$ cat src/rtl/competition_controller.sv
// Game-control FSM for the quiz-buzzer competition view: answer window, countdown,
// scoring with saturation/floor, per-round history and winner detection.
module competition_controller #(
    parameter int TICKS_PER_MS   = 100000,
    parameter int ANSWER_TIME_MS = 30000,
    parameter int MAX_ROUNDS     = 9,
    parameter int POINTS_CORRECT = 2,
    parameter int POINTS_WRONG   = 1
) (
    input  logic        clk,
    input  logic        rst,
    input  logic        en,
    input  logic [3:0]  player_btn,
    input  logic        start,
    input  logic        judge_correct,
    input  logic        judge_wrong,
    input  logic        browse,
    input  logic        clear,
    output logic [3:0]  play_count,
    output logic [2:0]  state,
    output logic [17:0] time_remain,
    output logic [6:0]  player1_score,
    output logic [6:0]  player2_score,
    output logic [6:0]  player3_score,
    output logic [6:0]  player4_score,
    output logic [17:0] player1_list,
    output logic [17:0] player2_list,
    output logic [17:0] player3_list,
    output logic [17:0] player4_list,
    output logic [2:0]  select_player,
    output logic [2:0]  winner
);

    localparam int               PRE_W       = (TICKS_PER_MS > 1) ? $clog2(TICKS_PER_MS) : 1;
    localparam logic [PRE_W-1:0] PRE_LAST    = PRE_W'(TICKS_PER_MS - 1);
    localparam logic [3:0]       ROUNDS_LAST = 4'(MAX_ROUNDS);
    localparam logic [17:0]      TIME_LOAD   = 18'(ANSWER_TIME_MS);

    typedef enum logic [2:0] {
        IDLE      = 3'd0,
        ANSWERING = 3'd1,
        ANSWERED  = 3'd2
    } state_t;

    state_t            cur_state;
    state_t            next_state;
    logic [PRE_W-1:0]  prescaler;
    logic [PRE_W-1:0]  prescaler_next;
    logic [3:0]        rounds_next;
    logic [17:0]       time_next;
    logic [2:0]        select_next;
    logic [2:0]        winner_next;
    logic [3:0][6:0]   score;
    logic [3:0][6:0]   score_next;
    logic [3:0][17:0]  list;
    logic [3:0][17:0]  list_next;
    int                adj;
    int                top_score;
    logic              top_tied;
    logic [2:0]        top_player;

    assign state         = cur_state;
    assign player1_score = score[0];
    assign player2_score = score[1];
    assign player3_score = score[2];
    assign player4_score = score[3];
    assign player1_list  = list[0];
    assign player2_list  = list[1];
    assign player3_list  = list[2];
    assign player4_list  = list[3];

    // Leader search over the registered scores, so winner lags the score update by one cycle.
    always_comb begin
        top_score  = -1;
        top_tied   = 1'b0;
        top_player = 3'd0;
        for (int p = 0; p < 4; p++) begin
            if (int'(score[p]) > top_score) begin
                top_score  = int'(score[p]);
                top_player = 3'(p + 1);
                top_tied   = 1'b0;
            end else if (int'(score[p]) == top_score) begin
                top_tied = 1'b1;
            end
        end
    end

    always_comb begin
        next_state     = cur_state;
        prescaler_next = prescaler;
        rounds_next    = play_count;
        time_next      = time_remain;
        select_next    = select_player;
        score_next     = score;
        list_next      = list;
        adj            = 0;
        winner_next    = (play_count == ROUNDS_LAST && !top_tied) ? top_player : 3'd0;

        if (clear) begin
            next_state     = IDLE;
            prescaler_next = '0;
            rounds_next    = '0;
            time_next      = '0;
            select_next    = '0;
            score_next     = '0;
            list_next      = '0;
            winner_next    = '0;
        end else begin
            case (cur_state)
                IDLE: begin
                    if (browse) begin
                        select_next = (select_player == 3'd4) ? 3'd0 : select_player + 3'd1;
                    end
                    if (start && play_count < ROUNDS_LAST) begin
                        next_state     = ANSWERING;
                        time_next      = TIME_LOAD;
                        prescaler_next = '0;
                        select_next    = 3'd0;
                    end
                end
                ANSWERING: begin
                    // A buzz takes priority over a timeout landing in the same cycle.
                    if (player_btn != 4'b0000) begin
                        next_state = ANSWERED;
                        if (player_btn[0])      select_next = 3'd1;
                        else if (player_btn[1]) select_next = 3'd2;
                        else if (player_btn[2]) select_next = 3'd3;
                        else                    select_next = 3'd4;
                    end else if (prescaler == PRE_LAST) begin
                        prescaler_next = '0;
                        time_next      = time_remain - 18'd1;
                        if (time_remain == 18'd1) begin
                            next_state  = ANSWERED;
                            select_next = 3'd0;
                        end
                    end else begin
                        prescaler_next = prescaler + PRE_W'(1);
                    end
                end
                ANSWERED: begin
                    if (judge_correct || judge_wrong) begin
                        next_state  = IDLE;
                        rounds_next = play_count + 4'd1;
                        select_next = 3'd0;
                        for (int p = 0; p < 4; p++) begin
                            if (select_player == 3'(p + 1)) begin
                                if (judge_correct) begin
                                    adj = int'(score[p]) + POINTS_CORRECT;
                                    if (adj > 99) adj = 99;
                                    list_next[p][2*play_count +: 2] = 2'b01;
                                end else begin
                                    adj = int'(score[p]) - POINTS_WRONG;
                                    if (adj < 0) adj = 0;
                                    list_next[p][2*play_count +: 2] = 2'b10;
                                end
                                score_next[p] = 7'(adj);
                            end
                        end
                    end
                end
                default: next_state = IDLE;
            endcase
        end
    end

    always_ff @(posedge clk or posedge rst) begin
        if (rst) begin
            cur_state     <= IDLE;
            prescaler     <= '0;
            play_count    <= '0;
            time_remain   <= '0;
            select_player <= '0;
            score         <= '0;
            list          <= '0;
            winner        <= '0;
        end else if (en) begin
            cur_state     <= next_state;
            prescaler     <= prescaler_next;
            play_count    <= rounds_next;
            time_remain   <= time_next;
            select_player <= select_next;
            score         <= score_next;
            list          <= list_next;
            winner        <= winner_next;
        end
    end

endmodule

$ cat config.mk
export PLATFORM = sky130hd
export DESIGN_NAME = competition_controller
export DESIGN_NICKNAME = d
export VERILOG_FILES = /design/src/rtl/competition_controller.sv
export SDC_FILE = /design/constraint.sdc
export NUM_CORES = 1
export LEC_CHECK = 0
export ABC_AREA = 1
export BUFFER_PORTS_ARGS = -buffer_cell sky130_fd_sc_hd__buf_2
export CORE_MARGIN = 4
export CORE_UTILIZATION = 58
export CTS_CLUSTER_DIAMETER = 60
export DETAILED_ROUTE_END_ITERATION = 7
export PLACE_DENSITY = 0.93
export SLEW_MARGIN = 20
export SYNTH_ARGS = -nofsm -noshare
export SYNTH_HDL_FRONTEND = slang
export SYNTH_SLANG_ARGS = --single-unit
$ cat constraint.sdc
create_clock -name clk -period 6.85 [get_ports clk]
set_clock_uncertainty 0.05 [all_clocks]
set_input_delay 1.37 -clock clk [delete_from_list [all_inputs] [get_ports clk]]
set_output_delay 1.37 -clock clk [all_outputs]
set_load 0.03 [all_outputs]
After elaboration in Yosys (flattened, before gate mapping) --
Index checks and enable logic that the tools add are counted.
Operators by class: add/subtract/negate cells 13, multiply operators 0, div/mod/pow operators 0, order comparisons 12, equality and inequality tests 19, shift operators 3, mux-type cells 82, bitwise gates (word level) 0, reduce and logical (&&, ||, !) cells 23
Operators by type and width (count):
- 18-bit 2-to-1 mux | 12
- 72-bit 2-to-1 mux | 3
- 18-bit bitwise mux | 8
- 7-bit 2-to-1 mux | 18
- 28-bit 2-to-1 mux | 3
- 17-bit 2-to-1 mux | 4
- 2-bit by 34-bit indexed part select with 18-bit output, first input constant | 2
- 3-bit 2-to-1 mux | 20
- 18-bit case mux with 2 select lines | 1
- 5-bit negation with 34-bit output | 1
- 17-bit case mux with 2 select lines | 1
- 2-bit by 34-bit variable shift with 18-bit output, first input constant | 1
- 7-bit by 2-bit adder with 8-bit output, second input constant | 4
- 8-bit by 32-bit == test with 1-bit output | 1
- 8-bit by 32-bit > comparator with 1-bit output | 1
- 8-bit by 7-bit > comparator with 1-bit output, second input constant | 4
- 8-bit by 1-bit less-than comparator with 1-bit output, second input constant | 4
- 7-bit by 1-bit subtractor with 8-bit output, second input constant | 4
- 4-bit AND reduction | 5
- 18-bit by 1-bit == test with 1-bit output, second input constant | 1
- 3-bit case mux with 3 select lines | 2
- 18-bit by 1-bit subtractor with 18-bit output, second input constant | 1
- 17-bit by 1-bit adder with 17-bit output, second input constant | 1
- 17-bit == test, second input constant | 1
- other kinds (24) | 49
Word-level totals: register bits 148, latch bits 0, RAM bits 0, bits in read-only memories 0, bits of input ports 12, logic and storage cells 166, memories 0

Depth between registers and ports, before layout --
Gate-level depths: netlist of run 1.
depth after elaboration 11, gate-level depth with buffers 30, gate-level depth less buffers 28

Worst setup path before layout of run 1 --
No wires, ideal clock.
path kind reg2reg, from register score, in the netlist player1_score[2], to register winner[0], setup time 117 ps, arrival time 3815 ps, required time 6683 ps, setup slack 2868 ps, stages on the path, launching flop included 29, buffers on the path 1, clock period less this slack 3982 ps, path through dfrtp_1 > inv_1 > ha_1 > nand2_1 > o21ai_0 > nand2_1 > nand2_1 > nand2_1 > buf_2 > nand2_1 > o21ai_0 > ha_1 > a21oi_1 > o21ai_0 > nand2_1 > nand2_1 > nand2_1 > inv_1 > nand2_1 > nand2_1 > ha_1 > nand2_1 > inv_1 > o21ai_0 > nand3_1 > nor2_1 > nand2_1 > nand3_1 > nand2_1
Between the ends: longest elaborated chain between the ends 11
Ends and longest elaborated chain:
- start: declaration | RTL line 53 | logic [3:0][6:0] score;
- start signal: assignment | RTL line 182 | score <= score_next;
- branches (longest 9 deep; another with 8-bit by 32-bit > comparator with 1-bit output)
- 3-bit 2-to-1 mux (*) | RTL line 97 | winner_next = (play_count == ROUNDS_LAST && !top_tied) ? top_player : 3'd0;
- 3-bit 2-to-1 mux (*) | RTL line 99 | if (clear) begin
- end signal: assignment | RTL line 184 | winner <= winner_next;
- end: declaration | RTL line 31 | output logic [2:0] winner
Every way passes the cells marked *. A chain may end at the register's enable or synchronous reset.

Final worst setup path of run 1 --
Same ends and word-level chain as after synthesis.

==> results.toml, run 1 <==
[detailed_routing]
totalWireLength_um = 26830
via_count = 9799
avgRoutedWirePerCell_um = 15.67
drc = 0
ant_nets = 0
viasPerCell = 5.724
drtIter0Drc = 952
dr.pass1.iters = 7

[cells_and_area]
nets = 1549
insertedDiodeCount = 0
post-route-util_pct = 68.05
syn_to_final_growth_pct = 13.74
drive_gt1_share_pct = 14.17
fin_cells = 1712

[placed_design]
pre_cts_slack_ns = 2.465
dpl.hpwl_um = 19130
dp_cells = 1680
gp_congestion = 0.9867
port_buffers = 141

[synth]
synth-edff-count = 0
ys_warn_count = 0
synth_cell_types = 40
synth_commonest_cells = "462 x nand2_1, 147 x dfrtp_1, 143 x nand3_1"
mappedNetlistArea_mm2 = 0.009573
yosysMostFrequentCell = "nand2_1"
syn-instance-count = 1360
yosys_register_bits = 147
ys_seq_area_share_pct = 38.43
synth_top_area_cell = "dfrtp_1"
synth_nets = 1426
synth-main-ff-cell = "dfrtp_1"
synthArstFlopShare_pct = 100.0
yosysTopAreaCellShare_pct = 38.43
avgSynthCellArea_um2 = 7.039
yosys-top-cells-area = "dfrtp_1 38%, nand2_1 18%, nand3_1 7.5%"

[clock_network]
htreeDepth = 4
cts_max_path_buffers = 2
postCtsSetupBuffers = 0
clkTransAtPathRegs_ns = 0.06
cts_tree = "yes"
hold_buffers = 0
clk_latency_ns = 0.43
cts.sinks = 147
cts_buffers = 17
cts_resized = 0
root_buffer = "clkbuf_16"

[job]
max_cap_viol_count = 0

[sta]
worstMarginPinSlew_ns = 0.9820
tns_ns = 0
period_share_pct = 66.90
relSlewSlack_pct = 34.53
maxSlewViolCount = 0
rsz0062_at_grt = "false"
hold_viol_final = 0
worst_slack_ns = 2.267
max_freq_mhz = 218.2
setup_viol = 0
period_minus_slack_ns = 4.583

[global_route]
grt.busiest_layer = "met2"
grt_use_met3_pct = 5.774
grt_pass1_wl_um = 44060
grt_pass1_vias = 9224
antenna_found_initial = 0
grt.total_usage_pct = 29.39
met1_usage_pct = 37.82
grt-ovfl-total = 0
grt_max_degree = 83
use_met2_pct = 48.30

[worst_setup_path]
rr_worst_depth = 26
worstPathMaxFanout = 13
crit_arrival_ns = 4.86
r2r_end = "winner[0]"
critPathLaunchType = "register"
timing.reg2reg.setup_slack_ns = 2.27
crit_slowest_cell = "dfrtp_1"
required_ns = 7.13
end_kind = "register"
max_stage_delay_ns = 0.49
cpMostUsedCell = "nand2_1"
setup.worst_path.class = "register to register"
rr_startpoint = "player1_score[2]"

[floorplan]
initial_utilization_pct = 59.83
fp.coreArea_mm2 = 0.01600
io_pins = 143
dieArea_mm2 = 0.01862
fp.dieH_um = 136.5
num_rows = 46
die_w_um = 136.5

[outcome]
status = "complete, no violations"

[min_path]
hold_depth = 2
hp-start = "player4_list[16]"
hold_class = "register to register"
hold_end = "player4_list[16]"

[pwr]
peakVddDrop_v = 0.0002593
power_leakage_nw = 6.006
power_density_mw_per_mm2 = 344.5
metrics by stage:
stage	hold WS, ns	instance area (um^2)	total power, mW
3_5_place_dp	0.4066	10310	2.795
2_1_floorplan	0.4362	9573	2.400
3_3_place_gp	0.4023	10310	2.736
4_1_cts	0.4230	10890	3.732
6_report	0.4150	10890	3.750
5_1_grt	0.4479	10890	4.018
report_power, final:
part	switching, mW	internal [mW]
Sequential	0.132	0.975
Combinational	1.20	0.517
Clock	0.408	0.522
cells by family (layout without fill, tap and decap cells):
kind of cell / after synthesis / count (layout) / synth area share (%)
simple gates: 820 / 820 / 36.45
fa+ha+maj: 54 / 54 / 7.058
buf+inv: 162 / 298 / 7.567
xor+xnor: 14 / 14 / 1.281
flops: 147 / 147 / 38.43
compound gates: 162 / 162 / 9.175
other cells: 1 / 1 / 0.03917
layer usage:
metal | vias up | share of wire (%)
met2 | 488 | 47
li1 | 4670 | -
met1 | 4549 | 41
met4 | 0 | 3.7
met5 | - | 0
met3 | 92 | 9.0
worst max-delay path, delay by kind of cell, from the launching register on:
kind,cells,cell delay (ns)
and+or+nand+nor,16,1.67
DFF,1,0.49
AOI/OAI and AO/OA,5,0.93
buffers and inverters,2,0.35
adders and majority gates,3,0.98
registers in the layout (all words and copies together) (netlist names):
name           flops
play_count         4
player1_list      18
player1_score      7
player2_list      18
player2_score      7
player3_list      18
player3_score      7
player4_list      18
player4_score      7
prescaler         17
select_player      3
state              2
time_remain       18
winner             3
placed cells by master (no fill, tap or decap), types with 15 or more instances in the layout:
master	instances
o21ai_1	30
nor3_1	15
nor2_1	141
a21oi_1	38
dfrtp_1	147
nand2_1	462
nand4_1	33
nand3_1	143
ha_1	54
buf_2	141
o21ai_0	73
clkbuf_16	17
inv_1	111
cell type report:
| type | instances | area, um^2 |
|---|---|---|
| Clock buffer | 19 | 442.9 |
| Multi-Input combinational cell | 1051 | 5170 |
| Timing Repair Buffer | 142 | 713.2 |
| Clock inverter | 13 | 137.6 |
| Sequential cell | 147 | 3679 |
| Fill cell | 1312 | 5112 |
| Inverter | 124 | 475.5 |
| Tap cell | 216 | 270.3 |
how the worst max path moves through the flow:
stage / startpoint / endpoint / slack [ns] / cells past startpoint
finish: player1_score[2] / winner[0] / 2.27 / 26
detailed placement: player1_score[2] / winner[0] / 2.47 / 25
floorplan: rst / play_count[0] / 1.48 / 1
global route: player1_score[2] / winner[0] / 1.78 / 26
global placement: player1_score[1] / winner[1] / 2.65 / 26
CTS: player1_score[2] / winner[0] / 2.36 / 26
(Power assumes the default switching activity.)
==> run 2: changes to the inputs <==
Settings changed: ABC_AREA 1 to 0, CORE_UTILIZATION 58 to 52, PLACE_DENSITY 0.93 to 0.89.
Clock period 6.85 ns to 4 ns, I/O delays scaled along.
==> run 2 against run 1 <==
Effect of this change: the run now ends with negative setup slack left; non-clock buffer count is 51 higher; wire length is 11% higher; sequential share of layout area is 1.1 points lower; count of clock-buffer cells in the layout is 2 lower; register-to-register slack worse by 2.5 ns; setup slack worse by 2.5 ns; critical endpoint is now winner[1]; highest routed layer unchanged.
==> results.toml, run 2 <==
[outcome]
status = "finished, violations left"
failed_checks = "negative setup slack"

[detailed_routing]
via_count = 9503
ant_nets = 0
met3_length_um = 3094
dr.pass1.iters = 5
wirelength_met1_um = 11470
wl_met2_um = 13830
totalWireLength_um = 29810
drtIter0Drc = 1150
avgRoutedWirePerCell_um = 20.73
viasPerCell = 6.608
drc = 0
highest_layer = "met4"

[floorplan]
dieArea_mm2 = 0.02007
die_w_um = 141.7
num_rows = 48
io_pins = 143
initial_utilization_pct = 53.34
fp.coreArea_mm2 = 0.01742
fp.dieH_um = 141.7

[synth]
avgSynthCellArea_um2 = 8.890
synth-main-ff-cell = "dfrtp_1"
synth_nets = 1111
yosys-top-cells-area = "dfrtp_1 40%, ha_1 7.3%, o21ai_0 6.2%"
syn-instance-count = 1045
synth_commonest_cells = "147 x dfrtp_1, 116 x o21ai_0, 86 x nand2_1"
synth_top_area_cell = "dfrtp_1"
ys_seq_area_share_pct = 39.60
yosysMostFrequentCell = "dfrtp_1"
synthArstFlopShare_pct = 100.0
mappedNetlistArea_mm2 = 0.009290
ys_warn_count = 0
synth_cell_types = 77
yosys_register_bits = 147
yosysTopAreaCellShare_pct = 39.60
synth-edff-count = 0

[worst_setup_path]
end_kind = "register"
rr_startpoint = "player1_score[5]"
max_stage_delay_ns = 0.39
required_ns = 4.30
timing.reg2reg.setup_slack_ns = -0.25
cp_cell_sequence = "inv_4 > ha_4 > and3_4 > o2111ai_2 > o211ai_1 > o21a_2 > mux2i_1 > ha_1 > nand3b_1 > a21oi_2 > nor3_2 > or2_4 > mux2_4 > ha_4 > a21oi_2 > o21ai_2 > a21oi_2 > o21a_1 > nand2_1 > o22ai_1"
worstPathMaxFanout = 7
cpMostUsedCell = "a21oi_2"
crit_end = "winner[1]"
crit_arrival_ns = 4.55
crit_buf_inv = 1
setup.worst_path.class = "register to register"
path_depth = 20
critPathLaunchType = "register"
cpLargestDelayFamily = "compound AO/OA/AOI/OAI gates"
r2r_end = "winner[1]"
crit_slowest_cell = "dfrtp_2"
rr_worst_depth = 20
startpoint = "player1_score[5]"

[sta]
period_minus_slack_ns = 4.253
worstMarginPinSlew_ns = 0.9724
hold_viol_final = 0
hold_slack_ns = 0.4411
period_share_pct = 106.3
maxSlewViolCount = 0
setup_viol = 3
tns_ns = -0.6568
max_freq_mhz = 235.1
worst_slack_ns = -0.2526
relSlewSlack_pct = 34.49
rsz0062_at_grt = "true"

[placed_design]
dp_cells = 1399
port_buffers = 141
gp_congestion = 0.9255
dpl.hpwl_um = 20410

[global_route]
grt-ovfl-total = 0
grt_pass1_vias = 9081
grt.total_usage_pct = 29.23
grt_max_degree = 83
antenna_found_initial = 0
grt_pass1_wl_um = 47280

[pwr]
power_leakage_nw = 5.179
finalPower_mw = 6.230
power_density_mw_per_mm2 = 552.9
peakVddDrop_v = 0.0005366

[clock_network]
clk_latency_ns = 0.44
root_buffer = "clkbuf_16"
htreeDepth = 4
cts_tree = "yes"
clkTransAtPathRegs_ns = 0.07
cts_buffers = 17
cts_max_path_buffers = 2
cts.sinks = 147

[cells_and_area]
nets = 1264
layout_common_cells = "142 x dfrtp_1, 141 x buf_2, 114 x o21ai_0"
syn_to_final_growth_pct = 21.29
drive_gt1_share_pct = 24.36
final_common_cell = "dfrtp_1"
fin_cells = 1438

[job]
max_cap_viol_count = 0

[min_path]
hp-start = "player4_list[17]"
hold_class = "register to register"
==> run 2: what timing repair did <==
item,CTS,global route
hold buffers,0,0
resized for setup,19,8
pin swaps,19,5
setup endpoints to repair,3,3
buffers inserted,4,1
==> run 2: worst min path at each step <==
stage | end | slack (ns) | depth (start not counted)
2_1_floorplan | prescaler[16] | 0.39 | 1
3_5_place_dp | player2_list[15] | 0.43 | 1
6_report | player4_list[17] | 0.44 | 1
5_1_grt | player2_list[15] | 0.45 | 1
3_3_place_gp | player4_list[17] | 0.42 | 1
4_1_cts | player4_list[17] | 0.44 | 1
==> run 2: layout make-up <==
| class | instances | area [um^2] |
|---|---|---|
| clock inverters | 15 | 122.6 |
| repair buffers | 193 | 1116 |
| multi-input cells | 791 | 5444 |
| inverters | 48 | 188.9 |
| clock buffers | 17 | 425.4 |
| fillers | 1306 | 6148 |
| well taps | 225 | 281.5 |
| diodes | 2 | 5.005 |
| flip-flops and latches | 147 | 3685 |
==> run 2: layer usage <==
metal,global-route usage [%],vias to the layer above
met2,46.75,636
met5,0,-
li1,-,4207
met1,37.19,4520
met3,7.449,140
met4,13.84,0
==> run 2: cells by family after synthesis <==
| group | after synthesis | share of synthesized area (%) |
|---|---|---|
| and+or+nand+nor | 352 | 19.52 |
| AOI/OAI and AO/OA | 340 | 24.36 |
| DFF | 147 | 39.60 |
| buffers and inverters | 107 | 4.498 |
| adders and majority gates | 54 | 7.273 |
| muxes | 32 | 3.583 |
| xor gates and xnor gates | 12 | 1.131 |
| other | 1 | 0.04037 |
==> run 2: through the flow <==
stage	util (%)	area [um^2]	setup slack [ns]
floorplan	-	9473	-0.1771
global placement	60.58	10550	-0.01831
detailed placement	60.58	10550	-0.1848
CTS	64.45	11230	-0.01870
global route	64.67	11260	-0.4139
finish	64.70	11270	-0.2526
==> run 2: power by group <==
| part | internal [mW] | switching [mW] |
|---|---|---|
| Combinational | 1.09 | 1.77 |
| Sequential | 1.65 | 0.205 |
| Clock | 0.807 | 0.713 |
| Total | 3.55 | 2.68 |
